## config.mk

```make
export PLATFORM = sky130hd
export DESIGN_NAME = core_ctrl_seq_flat
export DESIGN_NICKNAME = d
export VERILOG_FILES = /design/src/rtl/core_ctrl_seq_if.sv /design/src/rtl/core_ctrl_seq.sv /design/src/flat_wrapper.sv
export SDC_FILE = /design/constraint.sdc
export NUM_CORES = 1
export LEC_CHECK = 0
export CORE_UTILIZATION = 46
export CTS_CLUSTER_SIZE = 20
export DETAILED_ROUTE_END_ITERATION = 10
export GPL_ROUTABILITY_DRIVEN = 0
export PLACE_DENSITY = 0.91
export SLEW_MARGIN = 10
export SYNTH_ARGS = -nofsm -noshare
export SYNTH_HDL_FRONTEND = slang
export SYNTH_SLANG_ARGS = --single-unit
```

## constraint.sdc

```tcl
create_clock -name clk -period 2.06 [get_ports clk]
set_clock_uncertainty 0.05 [all_clocks]
set_input_delay 0.309 -clock clk [delete_from_list [all_inputs] [get_ports clk]]
set_output_delay 0.309 -clock clk [all_outputs]
set_load 0.005 [all_outputs]
```

## src/rtl/core_ctrl_seq_if.sv

```systemverilog
// Bus bundle between the core sequencer and its line memory, instruction memory,
// data RAM and ALU. The core uses the master modport; the memories/ALU use slave.
interface core_ctrl_seq_if #(
  parameter int DATA_W = 8,
  parameter int ADDR_W = 8,
  parameter int IP_W   = 8,
  parameter int OPC_W  = 8,
  parameter int CNT_W  = 16
);
  logic [4*ADDR_W-1:0] line;
  logic [IP_W-1:0]     ip;
  logic                line_mem_en;
  logic [OPC_W-1:0]    opcode;
  logic [ADDR_W-1:0]   instr_addr;
  logic                instr_mem_en;
  logic                ram_busy;
  logic [DATA_W-1:0]   data_rd;
  logic [DATA_W-1:0]   data_wr;
  logic [ADDR_W-1:0]   addr_rd;
  logic [ADDR_W-1:0]   addr_wr;
  logic                ram_rd_en;
  logic                ram_wr_en;
  logic [DATA_W-1:0]   value1;
  logic [DATA_W-1:0]   value2;
  logic [ADDR_W-1:0]   addr1;
  logic [ADDR_W-1:0]   addr2;
  logic [DATA_W-1:0]   result;
  logic                update_ip;
  logic                alu_en;
  logic                ip_update_en;
  logic                halted;
  logic [CNT_W-1:0]    retire_cnt;

  modport master (
    input  line, opcode, ram_busy, data_rd, result, update_ip,
    output ip, line_mem_en, instr_addr, instr_mem_en, data_wr, addr_rd, addr_wr,
           ram_rd_en, ram_wr_en, value1, value2, addr1, addr2, alu_en,
           ip_update_en, halted, retire_cnt
  );

  modport slave (
    output line, opcode, ram_busy, data_rd, result, update_ip,
    input  ip, line_mem_en, instr_addr, instr_mem_en, data_wr, addr_rd, addr_wr,
           ram_rd_en, ram_wr_en, value1, value2, addr1, addr2, alu_en,
           ip_update_en, halted, retire_cnt
  );
endinterface

```

## src/rtl/core_ctrl_seq.sv

```systemverilog
// CPU core controller with folded-in instruction sequencer: fetch line, look up
// opcode, read two RAM operands (with wait states), execute, write back, advance IP.
//
// state    | meaning
// FETCH    | line memory read at ip
// DECODE   | latch line, instr memory read at iaddr field
// RQ1      | latch opcode, RAM read request for src1
// RW1      | wait for src1 data
// RQ2      | RAM read request for src2
// RW2      | wait for src2 data
// EXEC     | ALU cycle; branch class retires here, HALT opcode stops here
// WB       | RAM write of result, held until accepted, then retire
// HALT     | core stopped until reset
module core_ctrl_seq #(
  parameter int              DATA_W   = 8,
  parameter int              ADDR_W   = 8,
  parameter int              IP_W     = 8,
  parameter int              OPC_W    = 8,
  parameter int              NOWR_BIT = 6,
  parameter logic [OPC_W-1:0] HALT_OPC = {OPC_W{1'b1}},
  parameter int              CNT_W    = 16
) (
  input logic            clk,
  input logic            rstn,
  core_ctrl_seq_if.master bus
);

  typedef enum logic [3:0] {
    S_FETCH, S_DECODE, S_RQ1, S_RW1, S_RQ2, S_RW2, S_EXEC, S_WB, S_HALT
  } state_t;

  state_t              state_q;
  logic [3*ADDR_W-1:0] line_q;
  logic [OPC_W-1:0]    opc_q;
  logic [IP_W-1:0]     ip_q;
  logic [DATA_W-1:0]   value1_q;
  logic [DATA_W-1:0]   value2_q;
  logic [ADDR_W-1:0]   addr_rd_q;
  logic [ADDR_W-1:0]   addr_wr_q;
  logic [DATA_W-1:0]   data_wr_q;
  logic [CNT_W-1:0]    retire_q;

  logic [ADDR_W-1:0]   dst_d;
  logic [ADDR_W-1:0]   src1_d;
  logic [ADDR_W-1:0]   src2_d;
  logic                is_halt_d;

  assign dst_d     = line_q[3*ADDR_W-1:2*ADDR_W];
  assign src1_d    = line_q[2*ADDR_W-1:ADDR_W];
  assign src2_d    = line_q[ADDR_W-1:0];
  assign is_halt_d = (opc_q == HALT_OPC);

  always_ff @(posedge clk or negedge rstn) begin
    if (!rstn) begin
      state_q   <= S_FETCH;
      line_q    <= '0;
      opc_q     <= '0;
      ip_q      <= '0;
      value1_q  <= '0;
      value2_q  <= '0;
      addr_rd_q <= '0;
      addr_wr_q <= '0;
      data_wr_q <= '0;
      retire_q  <= '0;
    end else begin
      case (state_q)
        S_FETCH:  state_q <= S_DECODE;
        S_DECODE: begin
          line_q    <= bus.line[3*ADDR_W-1:0];
          addr_rd_q <= bus.line[2*ADDR_W-1:ADDR_W];
          state_q   <= S_RQ1;
        end
        S_RQ1: begin
          opc_q   <= bus.opcode;
          state_q <= S_RW1;
        end
        S_RW1: begin
          if (!bus.ram_busy) begin
            value1_q  <= bus.data_rd;
            addr_rd_q <= src2_d;
            state_q   <= S_RQ2;
          end
        end
        S_RQ2: state_q <= S_RW2;
        S_RW2: begin
          if (!bus.ram_busy) begin
            value2_q <= bus.data_rd;
            state_q  <= S_EXEC;
          end
        end
        S_EXEC: begin
          if (is_halt_d) begin
            state_q <= S_HALT;
          end else begin
            data_wr_q <= bus.result;
            addr_wr_q <= dst_d;
            // Branch/compare class retires here; write class ignores update_ip.
            if (opc_q[NOWR_BIT]) begin
              ip_q     <= bus.update_ip ? dst_d[IP_W-1:0] : ip_q + IP_W'(1);
              retire_q <= retire_q + CNT_W'(1);
              state_q  <= S_FETCH;
            end else begin
              state_q <= S_WB;
            end
          end
        end
        S_WB: begin
          if (!bus.ram_busy) begin
            ip_q     <= ip_q + IP_W'(1);
            retire_q <= retire_q + CNT_W'(1);
            state_q  <= S_FETCH;
          end
        end
        S_HALT:  state_q <= S_HALT;
        default: state_q <= S_FETCH;
      endcase
    end
  end

  // FETCH is the reset state, so the line strobe is masked while reset is held.
  assign bus.line_mem_en  = (state_q == S_FETCH) && rstn;
  assign bus.instr_mem_en = (state_q == S_DECODE);
  assign bus.instr_addr   = bus.line[4*ADDR_W-1:3*ADDR_W];
  assign bus.ram_rd_en    = (state_q == S_RQ1) || (state_q == S_RQ2);
  assign bus.ram_wr_en    = (state_q == S_WB);
  assign bus.alu_en       = (state_q == S_EXEC) && !is_halt_d;
  assign bus.ip_update_en = ((state_q == S_EXEC) && !is_halt_d && opc_q[NOWR_BIT])
                          || ((state_q == S_WB) && !bus.ram_busy);
  assign bus.halted       = (state_q == S_HALT);

  assign bus.ip         = ip_q;
  assign bus.addr_rd    = addr_rd_q;
  assign bus.addr_wr    = addr_wr_q;
  assign bus.data_wr    = data_wr_q;
  assign bus.value1     = value1_q;
  assign bus.value2     = value2_q;
  assign bus.addr1      = src1_d;
  assign bus.addr2      = src2_d;
  assign bus.retire_cnt = retire_q;

endmodule

```

## src/flat_wrapper.sv

```systemverilog
// flat-port wrapper written by rule: the top's interface ports become plain ports
module core_ctrl_seq_flat 
#(
  parameter int              DATA_W   = 8,
  parameter int              ADDR_W   = 8,
  parameter int              IP_W     = 8,
  parameter int              OPC_W    = 8,
  parameter int              NOWR_BIT = 6,
  parameter logic [OPC_W-1:0] HALT_OPC = {OPC_W{1'b1}},
  parameter int              CNT_W    = 16
)
  (clk, rstn, bus_line, bus_opcode, bus_ram_busy, bus_data_rd, bus_result, bus_update_ip, bus_ip, bus_line_mem_en, bus_instr_addr, bus_instr_mem_en, bus_data_wr, bus_addr_rd, bus_addr_wr, bus_ram_rd_en, bus_ram_wr_en, bus_value1, bus_value2, bus_addr1, bus_addr2, bus_alu_en, bus_ip_update_en, bus_halted, bus_retire_cnt);
  core_ctrl_seq_if #(.DATA_W(DATA_W), .ADDR_W(ADDR_W), .IP_W(IP_W), .OPC_W(OPC_W), .CNT_W(CNT_W)) bus_i ();
  input logic clk;
  input logic rstn;
  input wire logic [$bits(bus_i.line)-1:0] bus_line;
  input wire logic [$bits(bus_i.opcode)-1:0] bus_opcode;
  input wire logic [$bits(bus_i.ram_busy)-1:0] bus_ram_busy;
  input wire logic [$bits(bus_i.data_rd)-1:0] bus_data_rd;
  input wire logic [$bits(bus_i.result)-1:0] bus_result;
  input wire logic [$bits(bus_i.update_ip)-1:0] bus_update_ip;
  output wire logic [$bits(bus_i.ip)-1:0] bus_ip;
  output wire logic [$bits(bus_i.line_mem_en)-1:0] bus_line_mem_en;
  output wire logic [$bits(bus_i.instr_addr)-1:0] bus_instr_addr;
  output wire logic [$bits(bus_i.instr_mem_en)-1:0] bus_instr_mem_en;
  output wire logic [$bits(bus_i.data_wr)-1:0] bus_data_wr;
  output wire logic [$bits(bus_i.addr_rd)-1:0] bus_addr_rd;
  output wire logic [$bits(bus_i.addr_wr)-1:0] bus_addr_wr;
  output wire logic [$bits(bus_i.ram_rd_en)-1:0] bus_ram_rd_en;
  output wire logic [$bits(bus_i.ram_wr_en)-1:0] bus_ram_wr_en;
  output wire logic [$bits(bus_i.value1)-1:0] bus_value1;
  output wire logic [$bits(bus_i.value2)-1:0] bus_value2;
  output wire logic [$bits(bus_i.addr1)-1:0] bus_addr1;
  output wire logic [$bits(bus_i.addr2)-1:0] bus_addr2;
  output wire logic [$bits(bus_i.alu_en)-1:0] bus_alu_en;
  output wire logic [$bits(bus_i.ip_update_en)-1:0] bus_ip_update_en;
  output wire logic [$bits(bus_i.halted)-1:0] bus_halted;
  output wire logic [$bits(bus_i.retire_cnt)-1:0] bus_retire_cnt;
  assign bus_i.line = bus_line;
  assign bus_i.opcode = bus_opcode;
  assign bus_i.ram_busy = bus_ram_busy;
  assign bus_i.data_rd = bus_data_rd;
  assign bus_i.result = bus_result;
  assign bus_i.update_ip = bus_update_ip;
  assign bus_ip = bus_i.ip;
  assign bus_line_mem_en = bus_i.line_mem_en;
  assign bus_instr_addr = bus_i.instr_addr;
  assign bus_instr_mem_en = bus_i.instr_mem_en;
  assign bus_data_wr = bus_i.data_wr;
  assign bus_addr_rd = bus_i.addr_rd;
  assign bus_addr_wr = bus_i.addr_wr;
  assign bus_ram_rd_en = bus_i.ram_rd_en;
  assign bus_ram_wr_en = bus_i.ram_wr_en;
  assign bus_value1 = bus_i.value1;
  assign bus_value2 = bus_i.value2;
  assign bus_addr1 = bus_i.addr1;
  assign bus_addr2 = bus_i.addr2;
  assign bus_alu_en = bus_i.alu_en;
  assign bus_ip_update_en = bus_i.ip_update_en;
  assign bus_halted = bus_i.halted;
  assign bus_retire_cnt = bus_i.retire_cnt;
  core_ctrl_seq #(.DATA_W(DATA_W), .ADDR_W(ADDR_W), .IP_W(IP_W), .OPC_W(OPC_W), .NOWR_BIT(NOWR_BIT), .HALT_OPC(HALT_OPC), .CNT_W(CNT_W)) u_core (.clk(clk), .rstn(rstn), .bus(bus_i));
endmodule
```

==> flow_metrics.py <==
metrics = {
    "status": {
        "status": "finished, final reports clean",
    },
    "synthesis": {
        "synth_seq_area_share_pct": 52.7,
        "syn-num-nets": 427,
        "syn-instance-count": 365,
        "yosysWarnings": 0,
        "syn_area_per_cell_um2": 13.0,
        "synth_area_mm2": 0.00475,
        "yosysUniqueCellTypes": 57,
        "async_reset_ff_share_pct": 100,
        "synth_edf_count": 0,
        "yosys_most_used_dff": "dfrtp_1",
        "ys_ff_latch": 100,
    },
    "floorplanning": {
        "core_mm2": 0.00991,
        "start_util_pct": 48.0,
        "rows": 36,
        "dieArea_mm2": 0.0107,
        "die_y_um": 104,
        "boundaryPins": 155,
        "die_width_um": 104,
    },
    "sta": {
        "finalHoldViolCount": 0,
        "tns_ns": 0,
        "maxSlewHeadroom_pct": 64.3,
        "period_minus_slack_ns": 1.98,
        "max_freq_ghz": 0.506,
        "finalSetupViolCount": 0,
        "post-route-period-util_pct": 95.9,
        "rsz0062_at_grt": "false",
        "worst_pin_slew_ns": 0.535,
        "finalMaxSlewViolations": 0,
        "fin_ws_ns": 0.0836,
    },
    "grt": {
        "grt_pass1_vias": 3542,
        "grt_max_degree": 101,
        "grt_pass1_wl_mm": 18.0,
        "grt_use_total_pct": 20.9,
        "antenna_found_initial": 0,
        "overflow": 0,
    },
    "setup_path": {
        "endpoint_kind": "primary output",
        "r2r-start": "u_core.state_q[3]$_DFFE_PN0P_",
        "critPathRequiredTime_ns": 1.70,
        "crit_fanout": 3,
        "worst_r2r_path_depth": 7,
        "cp.arrival_ns": 1.62,
        "reg2reg_slack_ns": 0.13,
        "rr_endpoint": "u_core.line_q[16]$_DFFE_PN0P_",
        "startpoint_type": "flop",
        "critPathKind": "reg2out",
    },
    "final_layout": {
        "final_cell_mix": "clkdlybuf4s50_1, dfrtp_1, mux2_2, buf_4, a21oi_1",
        "drive_above_1_share_pct": 25.1,
        "antenna-diode-count": 0,
        "nets": 571,
        "final_cell_area_mm2": 0.00652,
        "syn_to_final_growth_pct": 37.3,
        "final_common_cell": "clkdlybuf4s50_1",
    },
    "min_path": {
        "min_path_cells": 1,
        "hold_end": "u_core.bus.retire_cnt[15]$_DFFE_PN0P_",
        "min_path_type": "reg2reg",
        "min-delay-start": "u_core.bus.retire_cnt[15]$_DFFE_PN0P_",
    },
    "routing": {
        "dr.pass1.iters": 4,
        "wl_met3_um": 688,
        "wl_met2_mm": 5.67,
        "wl_per_cell_um": 16.9,
        "routed_wl_mm": 10.9,
        "post-route-drc-count": 0,
        "vias": 3406,
        "highest_layer": "met4",
        "vias_per_cell": 5.26,
        "wl_met1_mm": 4.44,
        "ant_nets": 0,
        "drt_iter0_drc": 180,
    },
    "clock_network": {
        "cts_tree": "yes",
        "clk_path_buf_depth": 2,
        "htree_levels": 3,
        "clock_sinks": 100,
        "clkLatencyLatePin_ns": 0.36,
        "clk_pin_slew_worst_paths_ns": 0.10,
        "cts_buffers": 9,
        "cts-root-buf": "clkbuf_8",
    },
    "placement": {
        "place_ws_ns": -0.0116,
        "place_hpwl_mm": 7.77,
        "io_buffers": 138,
        "place_area_mm2": 0.00620,
    },
    "power_and_ir_drop": {
        "leakagePower_nw": 2.70,
        "p_per_area_mw_per_mm2": 1510,
        "vdd_drop_max_mv": 0.717,
    },
    "flow_run": {
        "cap_violations": 0,
    },
}
==> what timing repair did <==
item	in CTS	in global routing
setup buffers	8	2
endpoints found under the hold margin	100	0
setup endpoints to repair	6	10
gates resized for setup	15	12
gates cloned	0	0
hold buffers	1	0
pin swaps	3	2
==> stage by stage <==
| step | utilization [%] | cells | total power [mW] | hold slack [ns] |
|---|---|---|---|---|
| 3_5_place_dp | 62.6 | 620 | 8.42 | 0.378 |
| 4_1_cts | 65.7 | 645 | 9.89 | 0.425 |
| 6_report | 65.8 | 647 | 9.84 | 0.426 |
| 2_1_floorplan | - | 365 | 6.15 | -0.0366 |
| 3_3_place_gp | 62.6 | 620 | 8.16 | 0.369 |
| 5_1_grt | 65.8 | 647 | 10.4 | 0.450 |
==> cell usage after synthesis, types with 3 or more instances <==
master	instances	area (µm²)
o21ai_0	6	30.0
inv_1	4	15.0
xor2_1	14	123
a21oi_1	19	95.1
nand3_1	8	40.0
mux2_2	46	518
buf_4	29	218
mux2i_1	11	110
nor4_4	3	63.8
buf_2	4	20.0
dfrtp_1	100	2500
and4_1	4	35.0
a2111oi_2	4	60.1
buf_6	6	67.6
a22oi_1	4	30.0
nand2_1	16	60.1
mux2_1	17	191
nor2_1	12	45.0
o22a_1	4	35.0
nor3_1	3	15.0
nand4_1	7	43.8
==> power breakdown <==
group / internal [mW] / switching (mW) / total, mW
sequential: 2.94 / 0.759 / 3.69
clock: 0.644 / 0.689 / 1.33
combinational: 2.93 / 1.89 / 4.82
==> how the worst max path moves through the flow <==
stage                                   from                                    to  slack [ns]  depth (start not counted)
6_report       u_core.state_q[0]$_DFFE_PN0P_                      bus_ip_update_en        0.08                          6
2_1_floorplan  u_core.state_q[3]$_DFFE_PN0P_  u_core.bus.retire_cnt[1]$_DFFE_PN0P_        0.22                          7
3_3_place_gp                    bus_ram_busy                      bus_ip_update_en       0.001                          5
3_5_place_dp                    bus_ram_busy                      bus_ip_update_en       -0.01                          5
5_1_grt        u_core.state_q[0]$_DFFE_PN0P_                      bus_ip_update_en        0.02                          6
4_1_cts        u_core.state_q[2]$_DFFE_PN0P_                      bus_ip_update_en       -0.06                          6
==> layout make-up <==
cell class,instances,area (µm²)
Tap cell,133,166
Clock inverter,5,65.1
Multi-Input combinational cell,217,1920
Inverter,6,25.0
Fill cell,744,3390
Sequential cell,100,2500
Clock buffer,11,151
Timing Repair Buffer,175,1690
==> registers in the layout, indices dropped and copies added, names as in the netlist <==
signal and flops:
u_core.line_q 24, u_core.bus.retire_cnt 16, u_core.bus.addr_rd 8, u_core.bus.addr_wr 8, u_core.bus.data_wr 8, u_core.bus.ip 8
u_core.bus.value1 8, u_core.bus.value2 8, u_core.opc_q 8, u_core.state_q 4
==> worst max-delay path: stages (launching register included) <==
cell      delay (ns)
dfrtp_1         0.42
and4bb_2        0.37
buf_6           0.12
o211ai_4        0.06
and2_4          0.15
inv_2           0.05
clkbuf_2        0.10
==> metal layers <==
layer	vias to the layer above	GRT usage, %
met5	-	0
met4	0	6.63
met3	18	5.79
met2	121	36.5
met1	1673	25.0
li1	1594	-
==> cells by family (layout without fill, tap and decap cells) <==
group	count (synthesis)	count (layout)	share of synthesized area (%)
compound gates	57	57	9.56
xor+xnor	16	16	2.95
fa+ha+maj	2	2	0.527
buf+inv	48	197	7.19
flops	100	100	52.7
mux	75	75	17.6
simple gates	67	67	9.56
(Power assumes the default switching activity.)
